## src/rtl/mem_xfer_ctrl.sv

```systemverilog
// SRAM <-> register-file block transfer sequencer: moves 1..16 words, two cycles per word.
// Optional macro MEM_XFER_BOUNDS_EN rejects commands whose SRAM range runs past the top address.
module mem_xfer_ctrl #(
    parameter int SRAM_AW = 11,
    parameter int RF_IW   = 5
) (
    input  logic               clk,
    input  logic               rst,
    input  logic               start,
    input  logic               op,
    input  logic [SRAM_AW-1:0] sramBase,
    input  logic [RF_IW-1:0]   rfBase,
    input  logic [3:0]         len,
    output logic               busy,
    output logic               done,
    output logic               err,
    output logic [SRAM_AW-1:0] sramAdrx,
    output logic               sramNotOutEn,
    output logic               sramRead,
    output logic [31:0]        rfWriteAdrx,
    output logic [31:0]        rfRdAdrx1,
    output logic [31:0]        rfRdAdrx0,
    output logic               rfWriteEn,
    output logic [1:0]         dataMuxSel
);

    typedef enum logic [2:0] {IDLE, LD_ADDR, LD_CAP, ST_DRIVE, ST_WRITE, FIN} state_t;

    state_t               state_q, state_d;
    logic                 op_q, op_d;
    logic [SRAM_AW-1:0]   sram_adr_q, sram_adr_d;
    logic [RF_IW-1:0]     rf_idx_q, rf_idx_d;
    logic [4:0]           cnt_q, cnt_d;
    logic                 err_q, err_d;
    logic                 busy_q, busy_d, done_q, done_d;
    logic [SRAM_AW-1:0]   sram_adrx_q, sram_adrx_d;
    logic                 noe_q, noe_d, srd_q, srd_d, rfwe_q, rfwe_d;
    logic [31:0]          rf_wa_q, rf_wa_d, rf_ra0_q, rf_ra0_d;
    logic [1:0]           mux_q, mux_d;
    logic [4:0]           n_s;
    logic                 oob_s;
    logic [31:0]          rf_idx_ext_s;

    assign n_s          = (len == 4'd0) ? 5'd16 : {1'b0, len};
    assign rf_idx_ext_s = {{(32-RF_IW){1'b0}}, rf_idx_d};

`ifdef MEM_XFER_BOUNDS_EN
    logic [SRAM_AW:0] last_adr_s;
    // Carry out of the last-word address means the burst would run past the top of SRAM.
    assign last_adr_s = {1'b0, sramBase} + {{(SRAM_AW-4){1'b0}}, n_s} - {{SRAM_AW{1'b0}}, 1'b1};
    assign oob_s      = last_adr_s[SRAM_AW];
`else
    assign oob_s      = 1'b0;
`endif

    // Next-state, command latch and word counter.
    always_comb begin
        state_d    = state_q;
        op_d       = op_q;
        sram_adr_d = sram_adr_q;
        rf_idx_d   = rf_idx_q;
        cnt_d      = cnt_q;
        err_d      = 1'b0;
        case (state_q)
            IDLE: begin
                if (start) begin
                    op_d       = op;
                    sram_adr_d = sramBase;
                    rf_idx_d   = rfBase;
                    cnt_d      = n_s;
                    if (oob_s) begin
                        state_d = FIN;
                        err_d   = 1'b1;
                    end else begin
                        state_d = op ? ST_DRIVE : LD_ADDR;
                    end
                end else begin
                    state_d = IDLE;
                end
            end
            LD_ADDR:  state_d = LD_CAP;
            ST_DRIVE: state_d = ST_WRITE;
            LD_CAP, ST_WRITE: begin
                sram_adr_d = sram_adr_q + {{(SRAM_AW-1){1'b0}}, 1'b1};
                rf_idx_d   = rf_idx_q + {{(RF_IW-1){1'b0}}, 1'b1};
                cnt_d      = cnt_q - 5'd1;
                if (cnt_q == 5'd1) begin
                    state_d = FIN;
                end else begin
                    state_d = (state_q == LD_CAP) ? LD_ADDR : ST_DRIVE;
                end
            end
            FIN:      state_d = IDLE;
            default:  state_d = IDLE;
        endcase
    end

    // Output values for the state being entered, so the flops line up with the state register.
    always_comb begin
        busy_d      = 1'b0;
        done_d      = 1'b0;
        sram_adrx_d = {SRAM_AW{1'b0}};
        noe_d       = 1'b1;
        srd_d       = 1'b1;
        rf_wa_d     = 32'd0;
        rf_ra0_d    = 32'd0;
        rfwe_d      = 1'b0;
        mux_d       = 2'b00;
        case (state_d)
            IDLE: busy_d = 1'b0;
            LD_ADDR: begin
                busy_d      = 1'b1;
                sram_adrx_d = sram_adr_d;
                noe_d       = 1'b0;
            end
            LD_CAP: begin
                busy_d      = 1'b1;
                sram_adrx_d = sram_adr_d;
                noe_d       = 1'b0;
                rfwe_d      = 1'b1;
                rf_wa_d     = rf_idx_ext_s;
            end
            ST_DRIVE, ST_WRITE: begin
                busy_d      = 1'b1;
                sram_adrx_d = sram_adr_d;
                rf_ra0_d    = rf_idx_ext_s;
                mux_d       = 2'b11;
                srd_d       = (state_d == ST_WRITE) ? 1'b0 : 1'b1;
            end
            FIN: begin
                busy_d = 1'b1;
                done_d = 1'b1;
            end
            default: busy_d = 1'b0;
        endcase
    end

    // State, command and output registers; reset lands every output on its safe value.
    always_ff @(posedge clk or posedge rst) begin
        if (rst) begin
            state_q     <= IDLE;
            op_q        <= 1'b0;
            sram_adr_q  <= {SRAM_AW{1'b0}};
            rf_idx_q    <= {RF_IW{1'b0}};
            cnt_q       <= 5'd0;
            err_q       <= 1'b0;
            busy_q      <= 1'b0;
            done_q      <= 1'b0;
            sram_adrx_q <= {SRAM_AW{1'b0}};
            noe_q       <= 1'b1;
            srd_q       <= 1'b1;
            rf_wa_q     <= 32'd0;
            rf_ra0_q    <= 32'd0;
            rfwe_q      <= 1'b0;
            mux_q       <= 2'b00;
        end else begin
            state_q     <= state_d;
            op_q        <= op_d;
            sram_adr_q  <= sram_adr_d;
            rf_idx_q    <= rf_idx_d;
            cnt_q       <= cnt_d;
            err_q       <= err_d;
            busy_q      <= busy_d;
            done_q      <= done_d;
            sram_adrx_q <= sram_adrx_d;
            noe_q       <= noe_d;
            srd_q       <= srd_d;
            rf_wa_q     <= rf_wa_d;
            rf_ra0_q    <= rf_ra0_d;
            rfwe_q      <= rfwe_d;
            mux_q       <= mux_d;
        end
    end

    assign busy         = busy_q;
    assign done         = done_q;
    assign err          = err_q;
    assign sramAdrx     = sram_adrx_q;
    assign sramNotOutEn = noe_q;
    assign sramRead     = srd_q;
    assign rfWriteAdrx  = rf_wa_q;
    assign rfRdAdrx0    = rf_ra0_q;
    assign rfRdAdrx1    = 32'd0;
    assign rfWriteEn    = rfwe_q;
    assign dataMuxSel   = mux_q;

endmodule
```

## config.mk

```make
export PLATFORM = sky130hd
export DESIGN_NAME = mem_xfer_ctrl
export DESIGN_NICKNAME = d
export VERILOG_FILES = /design/src/rtl/mem_xfer_ctrl.sv
export SDC_FILE = /design/constraint.sdc
export NUM_CORES = 1
export LEC_CHECK = 0
export CORE_UTILIZATION = 38
export CTS_BUF_LIST = sky130_fd_sc_hd__clkbuf_8 sky130_fd_sc_hd__clkbuf_16
export DETAILED_ROUTE_END_ITERATION = 10
export PLACE_DENSITY = 0.86
export RECOVER_POWER = 100
export SYNTH_ARGS = -nofsm -noshare
export SYNTH_HDL_FRONTEND = slang
export SYNTH_SLANG_ARGS = --single-unit
```

## constraint.sdc

```tcl
create_clock -name clk -period 1.7 [get_ports clk]
set_clock_uncertainty 0.05 [all_clocks]
set_input_delay 0.34 -clock clk [delete_from_list [all_inputs] [get_ports clk]]
set_output_delay 0.34 -clock clk [all_outputs]
set_load 0.005 [all_outputs]
```

Word-level counts from Yosys, hierarchy flattened:

Cells that the tools add are included.

* bits in registers: 106
* word-level logic and storage cells: 58
* input bits: 24
* output and inout port bits: 115

* muxes and demuxes: 22
* reduce and logical (&&, ||, !) cells: 9
* equal/unequal tests: 11
* add/subtract/negate cells: 3

Operator list (count)
* $mux W5: 5
* $mux W11: 2
* $pmux W11 S2: 1
* $pmux W5 S2: 2
* $eq A3 B2 Y1 const B: 4
* $pmux W3 S4: 1
* $add A11 B1 Y11 const B: 1
* $eq A3 B3 Y1 const B: 3
* $mux W2: 4
* $eq A3 B1 Y1 const B: 2
* $mux W1: 6
* $reduce_or A2 Y1: 3
* $add A5 B1 Y5 const B: 1
* $eq A5 B1 Y1 const B: 1
* $reduce_or A5 Y1: 1
* $sub A5 B1 Y5 const B: 1
* $logic_not A4 Y1: 1
* $reduce_or A4 Y1: 1
* $logic_not A3 Y1: 1
* $mux W3: 1
* $ne A2 B2 Y1 const B: 1
* $reduce_and A2 Y1: 1
* $reduce_bool A2 Y1: 1

Depth between registers and ports, before layout:

* depth after elaboration: 7
* mapped depth: 7
* gate-level depth less buffers: 6

Worst setup path before layout:

No wires, ideal clock.

* kind: flip-flop to flip-flop
* start: register cnt_q[1]
* end: register sram_adrx_q[4], in the netlist sramAdrx[4]
* cell stages (with the launch flop): 8
* arrival: 1.657 ns
* setup time: 0.119 ns
* buffers on the path: 1
* data required time: 1.531 ns
* path slack: -0.126 ns
* period minus slack after synthesis: 1.826 ns
* cell sequence: dfrtp_1 -> inv_1 -> ha_1 -> or4b_4 -> a31oi_1 -> o22a_1 -> buf_4 -> o21ba_2

* word-level cells in the longest chain between the ends: 6
* elaborated cells between the ends (all ways): 9
* classes of those cells: 5 x eq/ne; 3 x mux; 1 x reduce/logical

Ends and longest elaborated chain
* start: declaration: line 33 `logic [4:0] cnt_q, cnt_d;`
* start signal: assignment: line 161 `cnt_q <= cnt_d;`
* $eq A5 B1 Y1 *: line 87 `if (cnt_q == 5'd1) begin`
* $mux W3 *: line 87
* $pmux W3 S4 *: line 64 `case (state_q)`
* $eq A3 B3 Y1, or another cell as far along: line 109 `case (state_d)`
* $reduce_or A4 Y1 (no line) *
* $mux W11 *: line 109
* net sram_adrx_d[4]: line 36 `logic [SRAM_AW-1:0] sram_adrx_q, sram_adrx_d;`
* end signal: assignment: line 149 `sram_adrx_q <= {SRAM_AW{1'b0}};`
* end signal: assignment: line 165 `sram_adrx_q <= sram_adrx_d;`
* end: declaration: line 36

The timed path passes the listed nets; every way through them passes the cells marked *.
A chain may end at the register's enable or synchronous reset.

Worst setup path in the final report:

* start: register cnt_q[1]
* end: register sram_adrx_q[6], in the netlist sramAdrx[6]

Same word-level chain as after synthesis.

==> summary.md <==
| Metric | Value |
|---|---|
| Residual DRC count | `0` |
| Count of boundary I/O pins | `139` |
| RSZ-0062 raised after global routing | `yes` |
| First-pass GRT wire length | `10560 um` |
| Maximum operating frequency | `~0.54 GHz` |
| Top_reg_cell synth | `dfrtp_1` |
| Routability cong. | `0.8363` |
| Drt total wl | `6434 um` |
| Htree depth | `2` |
| Mapped Area | `3122 um^2` |
| VDD IR max | `about 0.57 mV` |
| Crit start category | `flop` |
| CP Max Fanout | `6` |
| Largest net degree at the start of global routing | `52` |
| Clk Latency, worst-skew pair | `0.31 ns` |
| DRT Pass-1 Iters | `4` |
| Max-slew violations | `0` |
| DR WL/cell | `12.49 um` |
| Worst Path Required | `around 1.8 ns` |
| Die outline height | `approximately 93 um` |
| Final instance area | `3851 um^2` |
| Antenna diodes | `0` |
| Post-synthesis average cell area | `9.431 um^2` |
| Die Area | `approximately 8600 um^2` |
| Logic gate share of total power | `between 50% and 60%` |
| Adder-cell share of the synthesized area | `around 1.6%` |
| Vias in the first global route | `~2300` |
| Reg2reg end | `sramAdrx[6]` |
| Die W | `92.64 um` |
| Fin. Hold Viols | `0` |
| Final antenna-violating net count | `0` |
| Area of placed instances | `3637 um^2` |
| Core area | `7848 um^2` |
| Commonest cells after routing, fill and taps aside | `87 x conb_1, 48 x dfrtp_1, 28 x buf_4` |
| Initial core utilization | `39.78%` |
| Length in cells of the worst reg-to-reg path | `7` |
| Max Cap Viol | `0` |
| Synth Area in Compound Gates | `13.11%` |
| P&R area growth vs syn | `23.37%` |
| Share of layout cells above drive strength 1 | `between 10% and 20%` |
| Final Non-Filler Cells | `515` |
| Initial antenna violation count | `0` |
| Worst R2R Start | `cnt_q[1]` |
| Status | `complete, but fails checks` |
| Placed cell count | `approximately 500` |
| Routed vias | `around 2400` |
| Synth warnings | `0` |
| Int Pwr | `4.107 mW` |
| CTS Buffer Depth | `2` |
| Dpl ws | `-0.3314 ns` |
| Root buffer cell | `clkbuf_8` |
| Post-synth EDFFs | `0` |
| Distinct cell type count after synthesis | `50` |
| Endpoint, Worst Hold | `done` |
| # clock sinks | `51` |
| Simple-gate share of the synthesized area | `16.03%` |
| Synth area leaders | `dfrtp_1 39%, buf_4 22%, nor2_1 2.5%` |
| Synth top area share | `approximately two fifths` |
| Syn Inst Count | `around 330` |
| Critical path type | `reg2reg` |
| Clock share of power | `14.7%` |
| CTS Buf Count | `5` |
| Arr. time, crit path | `roughly 2.0 ns` |
| Final setup viols | `20` |
| Final WS setup | `-0.1527 ns` |
| Worst-Margin Slew | `1.241 ns` |
| CTS tree | `yes` |
| Vias per cell | `~4.7` |
| Post-synthesis mux area share | `2.244%` |
| Async SR Flop Fraction | `100.0%` |
| Largest family of logic cells by synthesized area | `buffers and inverters` |
| Switch Pwr | `2.517 mW` |
| Failing checks | `negative setup slack` |
| Layout Nets | `440` |
| Commonest non-fill, non-tap cell in the layout | `conb_1` |
| Min-Delay Path Class | `reg2reg` |
| R2R Setup Slk | `-0.15 ns` |
| Net Sw Frac | `38.00%` |
| # rows | `32` |
| Post-synthesis register bit count | `51` |
| Period utilization | `109.0%` |
| Leak Pwr | `1.938 nW` |
| Final min period | `1.853 ns` |
| Hold Crit Depth | `2` |
| Grt total ovfl | `0` |
| Sequential power share | `a little under a third` |
| Final HPWL DP | `4696 um` |
| CTS clock-pin slew for the worst setup and hold paths | `0.10 ns` |
| CP Capture Type | `flop` |
| Yosys top cell by area | `dfrtp_1` |
| PD cells | `1720 nW/um^2` |
| Port bufs | `51` |
| Slew Limit Headroom | `17.29%` |
| DRT iter0 DRCs | `140` |
| Min-Delay Startpoint | `cnt_q[2]` |
| Post-Synth XOR/XNOR Area | `0.5210%` |
| Global-route usage over all layers | `approximately 16%` |
| Sequential fraction of the synthesis area | `40.96%` |
-- critical path, cell delays in order, from the launching register on --
cell,delay [ns]
dfrtp_1,0.40
inv_2,0.08
ha_4,0.13
or4b_4,0.49
a31oi_1,0.16
o22a_2,0.22
buf_6,0.15
a31oi_1,0.05
-- metrics by stage --
| stage | total power [mW] | hold slack, ns | util [%] | setup TNS, ns |
|---|---|---|---|---|
| 6_report | 6.624 | 0.5500 | 49.08 | -1.709 |
| 5_1_grt | 7.180 | 0.5728 | 49.08 | -8.605 |
| 4_1_cts | 6.534 | 0.3510 | 48.55 | -1.978 |
| 3_5_place_dp | 5.444 | 0.5031 | 46.35 | -9.735 |
| 3_3_place_gp | 5.305 | 0.4848 | 46.35 | -8.555 |
| 2_1_floorplan | 4.074 | 0.4132 | - | -0.1532 |
-- logic make-up (layout without fill, tap and decap cells) --
| family | after synthesis | count (layout) |
|---|---|---|
| buffers and inverters | 119 | 115 |
| AO/OA/AOI/OAI | 56 | 56 |
| multiplexers | 7 | 7 |
| AND/OR/NAND/NOR | 92 | 92 |
| flip-flops | 51 | 51 |
| adder cells (fa/ha/maj) | 4 | 4 |
| other | 1 | 87 |
| XOR/XNOR | 1 | 1 |
-- power by group through the flow --
| stage | clock (mW) | combinational, mW | sequential [mW] |
|---|---|---|---|
| 2_1_floorplan | 0 | 2.04 | 2.04 |
| 3_3_place_gp | 0 | 3.23 | 2.08 |
| 3_5_place_dp | 0 | 3.35 | 2.10 |
| 4_1_cts | 0.988 | 3.46 | 2.09 |
| 5_1_grt | 1.06 | 3.96 | 2.16 |
| 6_report | 0.973 | 3.56 | 2.09 |
-- cells in the mapped netlist, types with 5 or more instances --
master,number
a21oi_1,8
a221oi_1,6
a31oi_1,7
buf_2,7
buf_4,90
dfrtp_1,49
inv_1,17
mux2i_1,7
nand2_1,17
nand3_1,7
nand4_1,5
nor2_1,21
nor3_1,9
nor4b_1,6
o21ai_0,8
o311ai_0,5
-- state kept, by name, indices dropped and copies added, names as in the netlist --
register / count
state_q: 3
rfRdAdrx0: 5
rfWriteEn: 1
sram_adr_q: 11
sramNotOutEn: 1
sramAdrx: 11
rf_idx_q: 5
sramRead: 1
rfWriteAdrx: 5
cnt_q: 5
busy: 1
dataMuxSel: 1
done: 1
-- repair_timing --
item / CTS / global route
buffers inserted: 3 / 2
cloned: 0 / 0
hold buffers: 0 / 0
gates resized for setup: 8 / 15
pin swaps: 4 / 2
endpoints found under the setup margin: 22 / 42
-- metal layers --
layer | GRT usage [%] | wire (um)
met1 | 19.19 | 2609
met3 | 4.351 | 477
met4 | 5.641 | 129
met2 | 25.93 | 3218
met5 | 0 | 0
-- how the worst max path moves through the flow --
| stage | endpoint | from | slack [ns] | depth (start not counted) |
|---|---|---|---|---|
| finish | sramAdrx[6] | cnt_q[1] | -0.15 | 7 |
| global route | sramNotOutEn | cnt_q[1] | -0.21 | 6 |
| CTS | sramAdrx[9] | cnt_q[1] | -0.18 | 7 |
| detailed placement | rfRdAdrx0[1] | start | -0.33 | 5 |
| global placement | rfRdAdrx0[1] | start | -0.29 | 5 |
| floorplan | sramAdrx[4] | cnt_q[1] | -0.08 | 7 |
-- final cells by class --
| cell class | count | area, um^2 |
|---|---|---|
| fillers | 732 | 3996 |
| multi-input cells | 247 | 1448 |
| flip-flops and latches | 51 | 1280 |
| repair buffers | 90 | 799.5 |
| well taps | 102 | 127.6 |
| clock buffers | 5 | 68.82 |
| clock inverters | 3 | 63.81 |
| inverters | 17 | 63.81 |
Note: power is estimated with default switching activity, not from simulation.
